File: src/rtl/cpu_loader_pkg.sv
// Frame constants and state encodings shared by the iRAM loader and dumper.
package cpu_loader_pkg;

  localparam logic [23:0] START_WORD     = 24'hFF0000;
  localparam logic [23:0] END_RESET_WORD = 24'hFFFF00;
  localparam logic [23:0] END_KEEP_WORD  = 24'hFFF000;

  // ST_SEND covers the whole byte send/release exchange run by word_serializer.
  typedef enum logic [2:0] {
    ST_IDLE,
    ST_FETCH,
    ST_LATCH,
    ST_CAPTURE,
    ST_SEND,
    ST_DONE
  } dump_state_e;

  typedef enum logic [1:0] {
    SER_IDLE,
    SER_SEND,
    SER_RELEASE
  } ser_state_e;

  typedef enum logic [1:0] {
    PH_HDR,
    PH_DATA,
    PH_TRL
  } phase_e;

  function automatic logic is_flag_word(input logic [23:0] word);
    return (word == START_WORD) || (word == END_RESET_WORD) || (word == END_KEEP_WORD);
  endfunction

endpackage

File: src/rtl/cpu_instruction_dumper_if.sv
// Bus between the instruction dumper (master) and the iRAM read port / uart_tx / CPU (slave).
interface cpu_instruction_dumper_if #(
  parameter int ADDR_WIDTH = 8
);
  logic                  HALT_flag;
  logic                  dump_request;
  logic [23:0]           iRAM_data_out;
  logic                  tx_ack;
  logic                  iRAM_read_enable;
  logic [ADDR_WIDTH-1:0] extern_iRAM_addr;
  logic [7:0]            tx_data;
  logic                  tx_valid;
  logic                  cpu_paused;
  logic                  dump_busy;
  logic                  dump_done;
  logic                  flag_collision;

  modport master (
    input  HALT_flag, dump_request, iRAM_data_out, tx_ack,
    output iRAM_read_enable, extern_iRAM_addr, tx_data, tx_valid,
    output cpu_paused, dump_busy, dump_done, flag_collision
  );

  modport slave (
    output HALT_flag, dump_request, iRAM_data_out, tx_ack,
    input  iRAM_read_enable, extern_iRAM_addr, tx_data, tx_valid,
    input  cpu_paused, dump_busy, dump_done, flag_collision
  );
endinterface

File: src/rtl/word_serializer.sv
// Sends a 24-bit word as three bytes, LSB first, over a four-phase valid/ack handshake.
module word_serializer
  import cpu_loader_pkg::*;
(
  input  logic        clk,
  input  logic        rst,
  input  logic        load,
  input  logic [23:0] load_word,
  input  logic        tx_ack,
  output logic [7:0]  tx_data,
  output logic        tx_valid,
  output logic        word_done
);

  ser_state_e  state_q, state_d;
  logic [23:0] sreg_q, sreg_d;
  logic [1:0]  bidx_q, bidx_d;
  logic [7:0]  tx_data_q, tx_data_d;
  logic        tx_valid_q, tx_valid_d;

  always_ff @(posedge clk) begin
    if (rst) begin
      state_q    <= SER_IDLE;
      sreg_q     <= '0;
      bidx_q     <= '0;
      tx_data_q  <= '0;
      tx_valid_q <= 1'b0;
    end else begin
      state_q    <= state_d;
      sreg_q     <= sreg_d;
      bidx_q     <= bidx_d;
      tx_data_q  <= tx_data_d;
      tx_valid_q <= tx_valid_d;
    end
  end

  // Kept outside the comb blocks so the parent can answer with load in the same cycle.
  assign word_done = (state_q == SER_RELEASE) && !tx_ack && (bidx_q == 2'd2);

  always_comb begin
    state_d = state_q;
    case (state_q)
      SER_SEND:    if (tx_valid_q && tx_ack) state_d = SER_RELEASE;
      SER_RELEASE: if (!tx_ack) state_d = (bidx_q == 2'd2) ? SER_IDLE : SER_SEND;
      default:     ;
    endcase
    if (load) state_d = SER_SEND;
  end

  always_comb begin
    sreg_d     = sreg_q;
    bidx_d     = bidx_q;
    tx_data_d  = tx_data_q;
    tx_valid_d = tx_valid_q;
    case (state_q)
      SER_SEND: begin
        if (tx_valid_q && tx_ack) begin
          tx_valid_d = 1'b0;
        end else if (!tx_valid_q && !tx_ack) begin
          tx_data_d  = sreg_q[7:0];
          tx_valid_d = 1'b1;
        end
      end
      SER_RELEASE: begin
        if (!tx_ack) begin
          sreg_d = sreg_q >> 8;
          bidx_d = bidx_q + 2'd1;
        end
      end
      default: ;
    endcase
    if (load) begin
      sreg_d = load_word;
      bidx_d = 2'd0;
    end
  end

  assign tx_data  = tx_data_q;
  assign tx_valid = tx_valid_q;

endmodule

File: src/rtl/cpu_instruction_dumper.sv
// Streams iRAM words 0..WORD_COUNT-1 to uart_tx, framed by start/end words, with the CPU paused.
module cpu_instruction_dumper
  import cpu_loader_pkg::*;
#(
  parameter int WORD_COUNT = 256,
  parameter int ADDR_WIDTH = 8
) (
  input logic                       clk,
  input logic                       rst,
  cpu_instruction_dumper_if.master  bus
);

  localparam logic [8:0] WORDS = 9'(WORD_COUNT);

  dump_state_e           state_q, state_d;
  phase_e                phase_q, phase_d;
  logic [8:0]            wcnt_q, wcnt_d;
  logic                  rd_en_q, rd_en_d;
  logic [ADDR_WIDTH-1:0] addr_q, addr_d;
  logic                  paused_q, paused_d;
  logic                  busy_q, busy_d;
  logic                  done_q, done_d;
  logic                  coll_q, coll_d;

  logic        start;
  logic        ser_load;
  logic [23:0] ser_word;
  logic        word_done;
  logic [8:0]  wcnt_inc;

  assign start    = bus.dump_request && bus.HALT_flag;
  assign wcnt_inc = wcnt_q + 9'd1;

  word_serializer u_ser (
    .clk       (clk),
    .rst       (rst),
    .load      (ser_load),
    .load_word (ser_word),
    .tx_ack    (bus.tx_ack),
    .tx_data   (bus.tx_data),
    .tx_valid  (bus.tx_valid),
    .word_done (word_done)
  );

  always_ff @(posedge clk) begin
    if (rst) begin
      state_q  <= ST_IDLE;
      phase_q  <= PH_HDR;
      wcnt_q   <= '0;
      rd_en_q  <= 1'b0;
      addr_q   <= '0;
      paused_q <= 1'b0;
      busy_q   <= 1'b0;
      done_q   <= 1'b0;
      coll_q   <= 1'b0;
    end else begin
      state_q  <= state_d;
      phase_q  <= phase_d;
      wcnt_q   <= wcnt_d;
      rd_en_q  <= rd_en_d;
      addr_q   <= addr_d;
      paused_q <= paused_d;
      busy_q   <= busy_d;
      done_q   <= done_d;
      coll_q   <= coll_d;
    end
  end

  always_comb begin
    state_d = state_q;
    case (state_q)
      ST_IDLE:    if (start) state_d = ST_SEND;
      ST_FETCH:   state_d = ST_LATCH;
      ST_LATCH:   state_d = ST_CAPTURE;
      ST_CAPTURE: state_d = ST_SEND;
      ST_SEND: begin
        if (word_done) begin
          case (phase_q)
            PH_HDR:  state_d = ST_FETCH;
            PH_DATA: state_d = (wcnt_inc == WORDS) ? ST_SEND : ST_FETCH;
            default: state_d = ST_DONE;
          endcase
        end
      end
      ST_DONE:    state_d = ST_IDLE;
      default:    state_d = ST_IDLE;
    endcase
  end

  always_comb begin
    phase_d  = phase_q;
    wcnt_d   = wcnt_q;
    rd_en_d  = rd_en_q;
    addr_d   = addr_q;
    paused_d = paused_q;
    busy_d   = busy_q;
    done_d   = 1'b0;
    coll_d   = coll_q;
    ser_load = 1'b0;
    ser_word = START_WORD;
    case (state_q)
      ST_IDLE: begin
        if (start) begin
          paused_d = 1'b1;
          busy_d   = 1'b1;
          phase_d  = PH_HDR;
          ser_load = 1'b1;
        end
      end
      ST_FETCH: begin
        addr_d  = wcnt_q[ADDR_WIDTH-1:0];
        rd_en_d = 1'b1;
      end
      ST_LATCH: rd_en_d = 1'b0;
      ST_CAPTURE: begin
        // Flag-valued data is still sent verbatim; the host sees the sticky flag.
        ser_load = 1'b1;
        ser_word = bus.iRAM_data_out;
        if (is_flag_word(bus.iRAM_data_out)) coll_d = 1'b1;
      end
      ST_SEND: begin
        if (word_done) begin
          case (phase_q)
            PH_HDR: begin
              wcnt_d  = '0;
              phase_d = PH_DATA;
            end
            PH_DATA: begin
              wcnt_d = wcnt_inc;
              if (wcnt_inc == WORDS) begin
                ser_load = 1'b1;
                ser_word = END_KEEP_WORD;
                phase_d  = PH_TRL;
              end
            end
            default: ;
          endcase
        end
      end
      ST_DONE: begin
        done_d   = 1'b1;
        paused_d = 1'b0;
        busy_d   = 1'b0;
      end
      default: ;
    endcase
  end

  assign bus.iRAM_read_enable = rd_en_q;
  assign bus.extern_iRAM_addr = addr_q;
  assign bus.cpu_paused       = paused_q;
  assign bus.dump_busy        = busy_q;
  assign bus.dump_done        = done_q;
  assign bus.flag_collision   = coll_q;

endmodule

File: src/flat_wrapper.sv
// flat-port wrapper written by rule: the top's interface ports become plain ports
module cpu_instruction_dumper_flat import cpu_loader_pkg::*;
#(
  parameter int WORD_COUNT = 256,
  parameter int ADDR_WIDTH = 8
)
  (clk, rst, bus_HALT_flag, bus_dump_request, bus_iRAM_data_out, bus_tx_ack, bus_iRAM_read_enable, bus_extern_iRAM_addr, bus_tx_data, bus_tx_valid, bus_cpu_paused, bus_dump_busy, bus_dump_done, bus_flag_collision);
  cpu_instruction_dumper_if #(.ADDR_WIDTH(ADDR_WIDTH)) bus_i ();
  input logic clk;
  input logic rst;
  input wire logic [$bits(bus_i.HALT_flag)-1:0] bus_HALT_flag;
  input wire logic [$bits(bus_i.dump_request)-1:0] bus_dump_request;
  input wire logic [$bits(bus_i.iRAM_data_out)-1:0] bus_iRAM_data_out;
  input wire logic [$bits(bus_i.tx_ack)-1:0] bus_tx_ack;
  output wire logic [$bits(bus_i.iRAM_read_enable)-1:0] bus_iRAM_read_enable;
  output wire logic [$bits(bus_i.extern_iRAM_addr)-1:0] bus_extern_iRAM_addr;
  output wire logic [$bits(bus_i.tx_data)-1:0] bus_tx_data;
  output wire logic [$bits(bus_i.tx_valid)-1:0] bus_tx_valid;
  output wire logic [$bits(bus_i.cpu_paused)-1:0] bus_cpu_paused;
  output wire logic [$bits(bus_i.dump_busy)-1:0] bus_dump_busy;
  output wire logic [$bits(bus_i.dump_done)-1:0] bus_dump_done;
  output wire logic [$bits(bus_i.flag_collision)-1:0] bus_flag_collision;
  assign bus_i.HALT_flag = bus_HALT_flag;
  assign bus_i.dump_request = bus_dump_request;
  assign bus_i.iRAM_data_out = bus_iRAM_data_out;
  assign bus_i.tx_ack = bus_tx_ack;
  assign bus_iRAM_read_enable = bus_i.iRAM_read_enable;
  assign bus_extern_iRAM_addr = bus_i.extern_iRAM_addr;
  assign bus_tx_data = bus_i.tx_data;
  assign bus_tx_valid = bus_i.tx_valid;
  assign bus_cpu_paused = bus_i.cpu_paused;
  assign bus_dump_busy = bus_i.dump_busy;
  assign bus_dump_done = bus_i.dump_done;
  assign bus_flag_collision = bus_i.flag_collision;
  cpu_instruction_dumper #(.WORD_COUNT(WORD_COUNT), .ADDR_WIDTH(ADDR_WIDTH)) u_core (.clk(clk), .rst(rst), .bus(bus_i));
endmodule
File: config.mk
export PLATFORM = sky130hd
export DESIGN_NAME = cpu_instruction_dumper_flat
export DESIGN_NICKNAME = d
export VERILOG_FILES = /design/src/rtl/cpu_loader_pkg.sv /design/src/rtl/cpu_instruction_dumper_if.sv /design/src/rtl/word_serializer.sv /design/src/rtl/cpu_instruction_dumper.sv /design/src/flat_wrapper.sv
export SDC_FILE = /design/constraint.sdc
export NUM_CORES = 1
export LEC_CHECK = 0
export CAP_MARGIN = 40
export CORE_AREA = 2 2 86 88
export CTS_CLUSTER_DIAMETER = 60
export CTS_CLUSTER_SIZE = 24
export DETAILED_ROUTE_END_ITERATION = 16
export DIE_AREA = 0 0 88 90
export PLACE_DENSITY = 0.65
export SYNTH_ARGS = -nofsm -noshare
export SYNTH_HDL_FRONTEND = slang
export SYNTH_SLANG_ARGS = --single-unit
File: constraint.sdc
create_clock -name clk -period 2.6 [get_ports clk]
set_clock_uncertainty 0.2 [all_clocks]
set_input_delay 0.52 -clock clk [delete_from_list [all_inputs] [get_ports clk]]
set_output_delay 0.52 -clock clk [all_outputs]
set_load 0.02 [all_outputs]
==> key figures, run 1 <==
CTS
  • Clock transition at the registers of the reported paths: 0.07 ns
  • Post-CTS Setup Bufs: 0
  • Hold buffer count at CTS: 0
  • Clk buf depth: 2
  • Clock sinks: 63
  • Worst-Skew Late Latency: 0.35 ns
  • # H-tree levels: 3
  • CTS tree: built
  • Cts bufs inserted: 9
  • Clk Tree Root Cell: clkbuf_8
  • CTS-repair resized insts: 0

Timing
  • Max Clk Rate: 444 MHz
  • Final Setup Violations: 0
  • Final hold vios: 0
  • Worst slew pin tran: 0.592 ns
  • Tmin final: 2.25 ns
  • Slew headroom: 60.5%
  • Max Transition Viols Final: 0
  • Total negative slack: 0 ns
  • RSZ-0062 raised after global routing: false
  • Fin crit share: 86.6%

Drt
  • DR vias: 2,738
  • Starting DRT DRC Count: 114
  • TritonRoute pass-1 iters: 4
  • Routed WL per cell: 14.9 um
  • DRC: 0
  • DRT antenna net count: 0
  • Vias/cell: 5.40
  • Total Wirelength: 7580 um

Worst setup path
  • Crit path DAT: 2.27 ns
  • Critical path buffers and inverters: 0
  • Max FO, Critical Path: 15
  • Start point of the critical path: u_core.wcnt_q[0]
  • Startpoint Class: register
  • CP delay by family, top: simple AND/OR/NAND/NOR gates
  • CP max-delay cell: or4_4
  • Slowest cell delay on critical path: 0.54 ns
  • CP Capture Type: register
  • Critical R2R Launch: u_core.wcnt_q[0]
  • Crit-path cells: ha_1 > nand3_1 > or4_4 > a21boi_4 > o41ai_1
  • Crit Path Category: reg2reg
  • WP data required: 2.62 ns

Synthesis
  • Commonest register cell after synthesis: dfxtp_1
  • Number of distinct library cells after synthesis: 51
  • Synth Register Bits: 63
  • Cell count after synthesis: 352
  • Yosys top cell area share: 41.4%
  • Syn Area/Cell: 8.65 um2
  • Top post-synthesis cells by area: dfxtp_1 41%, mux2i_1 6.6%, a21oi_1 5.3%, nand2_1 4.8%, nor2_1 3.8%
  • Sequential area share after synthesis: 41.4%
  • Ys async rst share: 0%
  • Synth Warn #: 0
  • Post-synth net total: 387
  • Yosys top cell by area: dfxtp_1
  • Mapped Area: 0.00305 mm2
  • Post-synth EDFFs: 0

Layout
  • Most common cell after layout, fill and taps aside: dfxtp_1
  • Nets: 438
  • Area grow syn2layout: 28.4%
  • Register area: 0.00126 mm2
  • Multi-input gate area: 0.00162 mm2
  • Share of layout cells above drive strength 1: 11.8%
  • ANT cells: 0
  • Most frequent cells in the layout: 63 x dfxtp_1, 49 x clkdlybuf4s50_1, 39 x nand2_1
  • Filler cell count: 648

Global routing
  • Antenna violations before repair: 0
  • First-pass GRT wire length: 12,700 um
  • Global route total overflow: 0
  • Largest net degree at the start of global routing: 20
  • Vias in the first global route: 2,594
  • Gr usage total: 20.4%

Pwr
  • P per Cell Area: 536 mW/mm2
  • Static leakage: 0.00128 uW
  • Total power: 2100 uW
  • Worst IR drop on VDD: 0.273 mV

Die
  • Horiz. Die Dim: 88 um
  • Core area: 0.00702 mm2
  • Starting Density: 43.4%
  • Die area: 0.00792 mm2
  • Die height: 90 um
  • Row count: 31
  • Top Ports: 51

Status
  • Outcome: finished clean

Worst hold path
  • Hold path startpoint: u_core.u_ser.tx_data[7]
  • Hold WC Path Type: reg2reg

Placement
  • # port buffers: 50
  • GPL Wtd Cong: 0.863
  • Dpl hpwl: 5500 um

Flow run
  • Max Cap Violations: 0
[routing by layer]
layer  vias to the layer above  global-route usage (%)  routed length, um
met3                        12                    3.95                257
met5                         -                       0                  0
li1                       1392                       -                  -
met2                        58                    29.0               3450
met1                      1276                    29.4               3730
met4                         0                    9.62                138
[cell families (layout without fill, tap and decap cells)]
| logic type | after synthesis | in the layout | synth area share [%] |
|---|---|---|---|
| multiplexers | 24 | 24 | 8.05 |
| adder cells (fa/ha/maj) | 6 | 6 | 2.47 |
| AO/OA/AOI/OAI | 85 | 85 | 18.4 |
| XOR/XNOR | 2 | 2 | 0.575 |
| flip-flops | 63 | 63 | 41.4 |
| AND/OR/NAND/NOR | 137 | 137 | 23.7 |
| buffers and inverters | 35 | 91 | 5.34 |
[final timing paths]
| path | endpoint | slack [ns] | cells after the start |
|---|---|---|---|
| max | u_core.u_ser.sreg_q[11] | 0.35 | 5 |
| min reg2reg | u_core.u_ser.tx_data[7] | 0.25 | 2 |
| min | u_core.u_ser.tx_data[7] | 0.25 | 2 |
| max reg2reg | u_core.u_ser.sreg_q[11] | 0.35 | 5 |
[area by class of cell]
cell class	count	share of cell area, %
clock buffer	9	3.17
tap	99	3.17
clock inverter	7	2.50
inverter	7	0.672
sequential	63	32.3
timing repair buffer	68	16.8
multi-input combinational	254	41.5
[synthesized netlist by cell type, types with 3 or more instances]
cell type,number
buf_1,3
nand2b_1,3
nor4b_1,3
nand3_1,17
nor4_1,8
nor2_1,31
clkbuf_1,14
o41ai_1,12
mux2i_1,20
nand3b_1,5
nor3_1,3
a31oi_1,5
nand4_1,3
a211oi_1,14
mux2_2,4
nand2_1,39
a21oi_1,32
nor2b_1,5
dfxtp_1,63
inv_1,7
buf_2,7
o21ai_0,12
ha_1,6
[power breakdown]
part           total [uW]  internal (uW)  switching (uW)
registers             987            978            8.50
logic                 158           79.0            78.7
clock network         953            540             412
[worst register-to-register path: stages (launching register included)]
cell	delay, ns
dfxtp_1	0.42
ha_1	0.26
nand3_1	0.16
or4_4	0.54
a21boi_4	0.40
o41ai_1	0.15
[registers in the layout (all words and copies together) (netlist names)]
register	cells
u_core.u_ser.sreg_q	24
u_core.wcnt_q	9
u_core.bus.extern_iRAM_addr	8
u_core.u_ser.tx_data	8
u_core.state_q	3
u_core.phase_q	2
u_core.u_ser.bidx_q	2
u_core.u_ser.state_q	2
u_core.bus.cpu_paused	1
u_core.bus.dump_done	1
u_core.bus.flag_collision	1
u_core.bus.iRAM_read_enable	1
u_core.u_ser.tx_valid	1
[through the flow]
stage	instances	worst slack (ns)	hold slack [ns]	instance area (um2)	util [%]
floorplan	352	0.615	0.243	3050	-
global placement	491	0.199	0.242	3690	52.5
detailed placement	491	0.158	0.249	3690	52.5
CTS	507	0.325	0.258	3910	55.7
global route	507	0.194	0.282	3910	55.7
finish	507	0.349	0.254	3910	55.7
Power figures use the tool's default switching activity.
==> run 2, diff against run 1 <==
--- a/config.mk
+++ b/config.mk
@@ -6,11 +6,11 @@
 export NUM_CORES = 1
 export LEC_CHECK = 0
 export CAP_MARGIN = 40
-export CORE_AREA = 2 2 86 88
+export CORE_AREA = 2 2 98 77
 export CTS_CLUSTER_DIAMETER = 60
 export CTS_CLUSTER_SIZE = 24
 export DETAILED_ROUTE_END_ITERATION = 16
-export DIE_AREA = 0 0 88 90
+export DIE_AREA = 0 0 100 79
 export PLACE_DENSITY = 0.65
 export SYNTH_ARGS = -nofsm -noshare
 export SYNTH_HDL_FRONTEND = slang
==> run 2 against run 1 <==
Compared with the run above: sequential power barely moved; final cell count fell by 2.6%; non-clock buffer count fell by 1; maximum frequency fell by 1.3%; first-iteration DRC count fell by 6.1%.
==> key figures, run 2 (synthesis gave the netlist of run 1 again) <==
Worst setup path
  • Crit path DAT: 2.33 ns
  • Reg2reg path depth: 5
  • WP data required: 2.65 ns
  • Slowest cell delay on critical path: 0.53 ns
  • Startpoint Class: register
  • R2R Setup Slk: 0.32 ns
  • CP max-delay cell: nor4_1
  • Max FO, Critical Path: 13
  • Critical R2R Launch: u_core.wcnt_q[0]
  • Crit-path cells: ha_1 > nand3_1 > nor4_1 > o21ai_2 > a211oi_1
  • RR Endpoint: u_core.u_ser.sreg_q[18]
  • Crit Path Category: reg2reg
  • CP Capture Type: register

Global routing
  • Vias in the first global route: 2,470
  • Antenna violations before repair: 0
  • First-pass GRT wire length: 12,400 um
  • Largest net degree at the start of global routing: 44
  • Gr usage total: 20.1%
  • Global route total overflow: 0

Pwr
  • Worst IR drop on VDD: 0.208 mV
  • Switching Fraction: 25.0%
  • Internal: 1430 uW
  • Static leakage: 0.00126 uW
  • Combinational fraction of design power: 8.4%
  • Clock share of power: 39.7%
  • Reg power frac: 51.9%
  • P per Cell Area: 494 mW/mm2
  • Switching power: 476 uW

CTS
  • # H-tree levels: 3
  • CTS-repair resized insts: 0
  • Clock transition at the registers of the reported paths: 0.07 ns
  • Clk buf depth: 2
  • Clk Tree Root Cell: clkbuf_8
  • Post-CTS Setup Bufs: 0
  • CTS tree: built
  • Clock sinks: 63
  • Cts bufs inserted: 9
  • Hold buffer count at CTS: 0
  • Worst-Skew Late Latency: 0.34 ns

Timing
  • Total negative slack: 0 ns
  • Max Transition Viols Final: 0
  • Fin crit share: 87.7%
  • Worst slew pin tran: 0.621 ns
  • Final Setup Violations: 0
  • RSZ-0062 raised after global routing: false
  • Final hold vios: 0
  • Tmin final: 2.28 ns
  • Slew headroom: 58.6%
  • Max Clk Rate: 439 MHz

Drt
  • DRC: 0
  • Routed WL per cell: 15.1 um
  • Starting DRT DRC Count: 107
  • Total Wirelength: 7470 um
  • Vias/cell: 5.60
  • TritonRoute pass-1 iters: 4
  • DRT antenna net count: 0
  • DR vias: 2,765

Flow run
  • Max Cap Violations: 0

Status
  • Outcome: finished clean

Die
  • Die area: 0.00790 mm2
  • Row count: 27
  • Top Ports: 51
  • Horiz. Die Dim: 100 um
  • Starting Density: 43.3%
  • Die height: 79 um
  • Core area: 0.00703 mm2

Layout
  • Largest registers: u_core.u_ser.sreg_q: 24 flops, u_core.wcnt_q: 9 flops
  • Final design utilization: 54.8%
  • Filler cell count: 686
  • Largest reg by FF count: u_core.u_ser.sreg_q
  • Nets: 437
  • Most common cell after layout, fill and taps aside: dfxtp_1
  • ANT cells: 0
  • Max FFs per register: 24
  • Share of layout cells above drive strength 1: 11.3%
  • Most frequent cells in the layout: 63 x dfxtp_1, 49 x clkdlybuf4s50_1, 39 x nand2_1
  • Area grow syn2layout: 26.5%

Worst hold path
  • Worst Hold Endpoint: u_core.u_ser.tx_data[7]
  • Hold path startpoint: u_core.u_ser.tx_data[7]
  • Hold depth: 2
  • Hold WC Path Type: reg2reg

Placement
  • Dpl hpwl: 5440 um
  • GPL Wtd Cong: 0.809
  • # port buffers: 50
-- run 2: layout make-up --
cell class / count / area, um2 / area share (%)
Tap cell: 87 / 109 / 2.82
Clock buffer: 11 / 141 / 3.67
Inverter: 7 / 26.3 / 0.682
Sequential cell: 63 / 1260 / 32.7
Clock inverter: 5 / 33.8 / 0.877
Timing Repair Buffer: 67 / 661 / 17.1
Multi-Input combinational cell: 254 / 1620 / 42.1
-- run 2: worst max-delay path by stage --
stage                                start                 endpoint  slack, ns
after floorplan           u_core.wcnt_q[0]   u_core.u_ser.sreg_q[0]       0.62
after global placement          bus_tx_ack  u_core.u_ser.tx_data[0]       0.20
after detailed placement        bus_tx_ack  u_core.u_ser.tx_data[0]       0.18
after CTS                 u_core.wcnt_q[0]  u_core.u_ser.sreg_q[18]       0.31
after global routing      u_core.wcnt_q[0]  u_core.u_ser.sreg_q[20]       0.01
final                     u_core.wcnt_q[0]  u_core.u_ser.sreg_q[18]       0.32
-- run 2: power groups by stage --
stage,Clock (uW),Sequential [uW],Combinational (uW)
final,756,987,160
after global routing,816,988,175
after CTS,780,987,160
after detailed placement,0,1010,159
after global placement,0,1010,158
after floorplan,0,1010,72.7
-- run 2: per-stage QoR --
| step | instances | area [um2] | power [uW] | hold WS [ns] | worst slack, ns |
|---|---|---|---|---|---|
| floorplan | 352 | 3050 | 1080 | 0.243 | 0.615 |
| global placement | 478 | 3680 | 1170 | 0.244 | 0.204 |
| detailed placement | 478 | 3680 | 1170 | 0.249 | 0.178 |
| CTS | 494 | 3850 | 1930 | 0.260 | 0.310 |
| global route | 494 | 3850 | 1980 | 0.280 | 0.00971 |
| finish | 494 | 3850 | 1900 | 0.255 | 0.320 |
-- run 2: metal layers --
metal  part of all wire, %  global-route usage (%)
met5                     0                       0
met4                  0.94                    6.99
met3                   5.9                    5.81
met2                    42                    28.4
met1                    51                    29.2
-- run 2: critical path: cells and delay by family (launching register included) --
kind,cells,cell delay [ns]
AO/OA/AOI/OAI,2,0.62
adder cells (fa/ha/maj),1,0.27
flip-flops,1,0.42
AND/OR/NAND/NOR,2,0.68
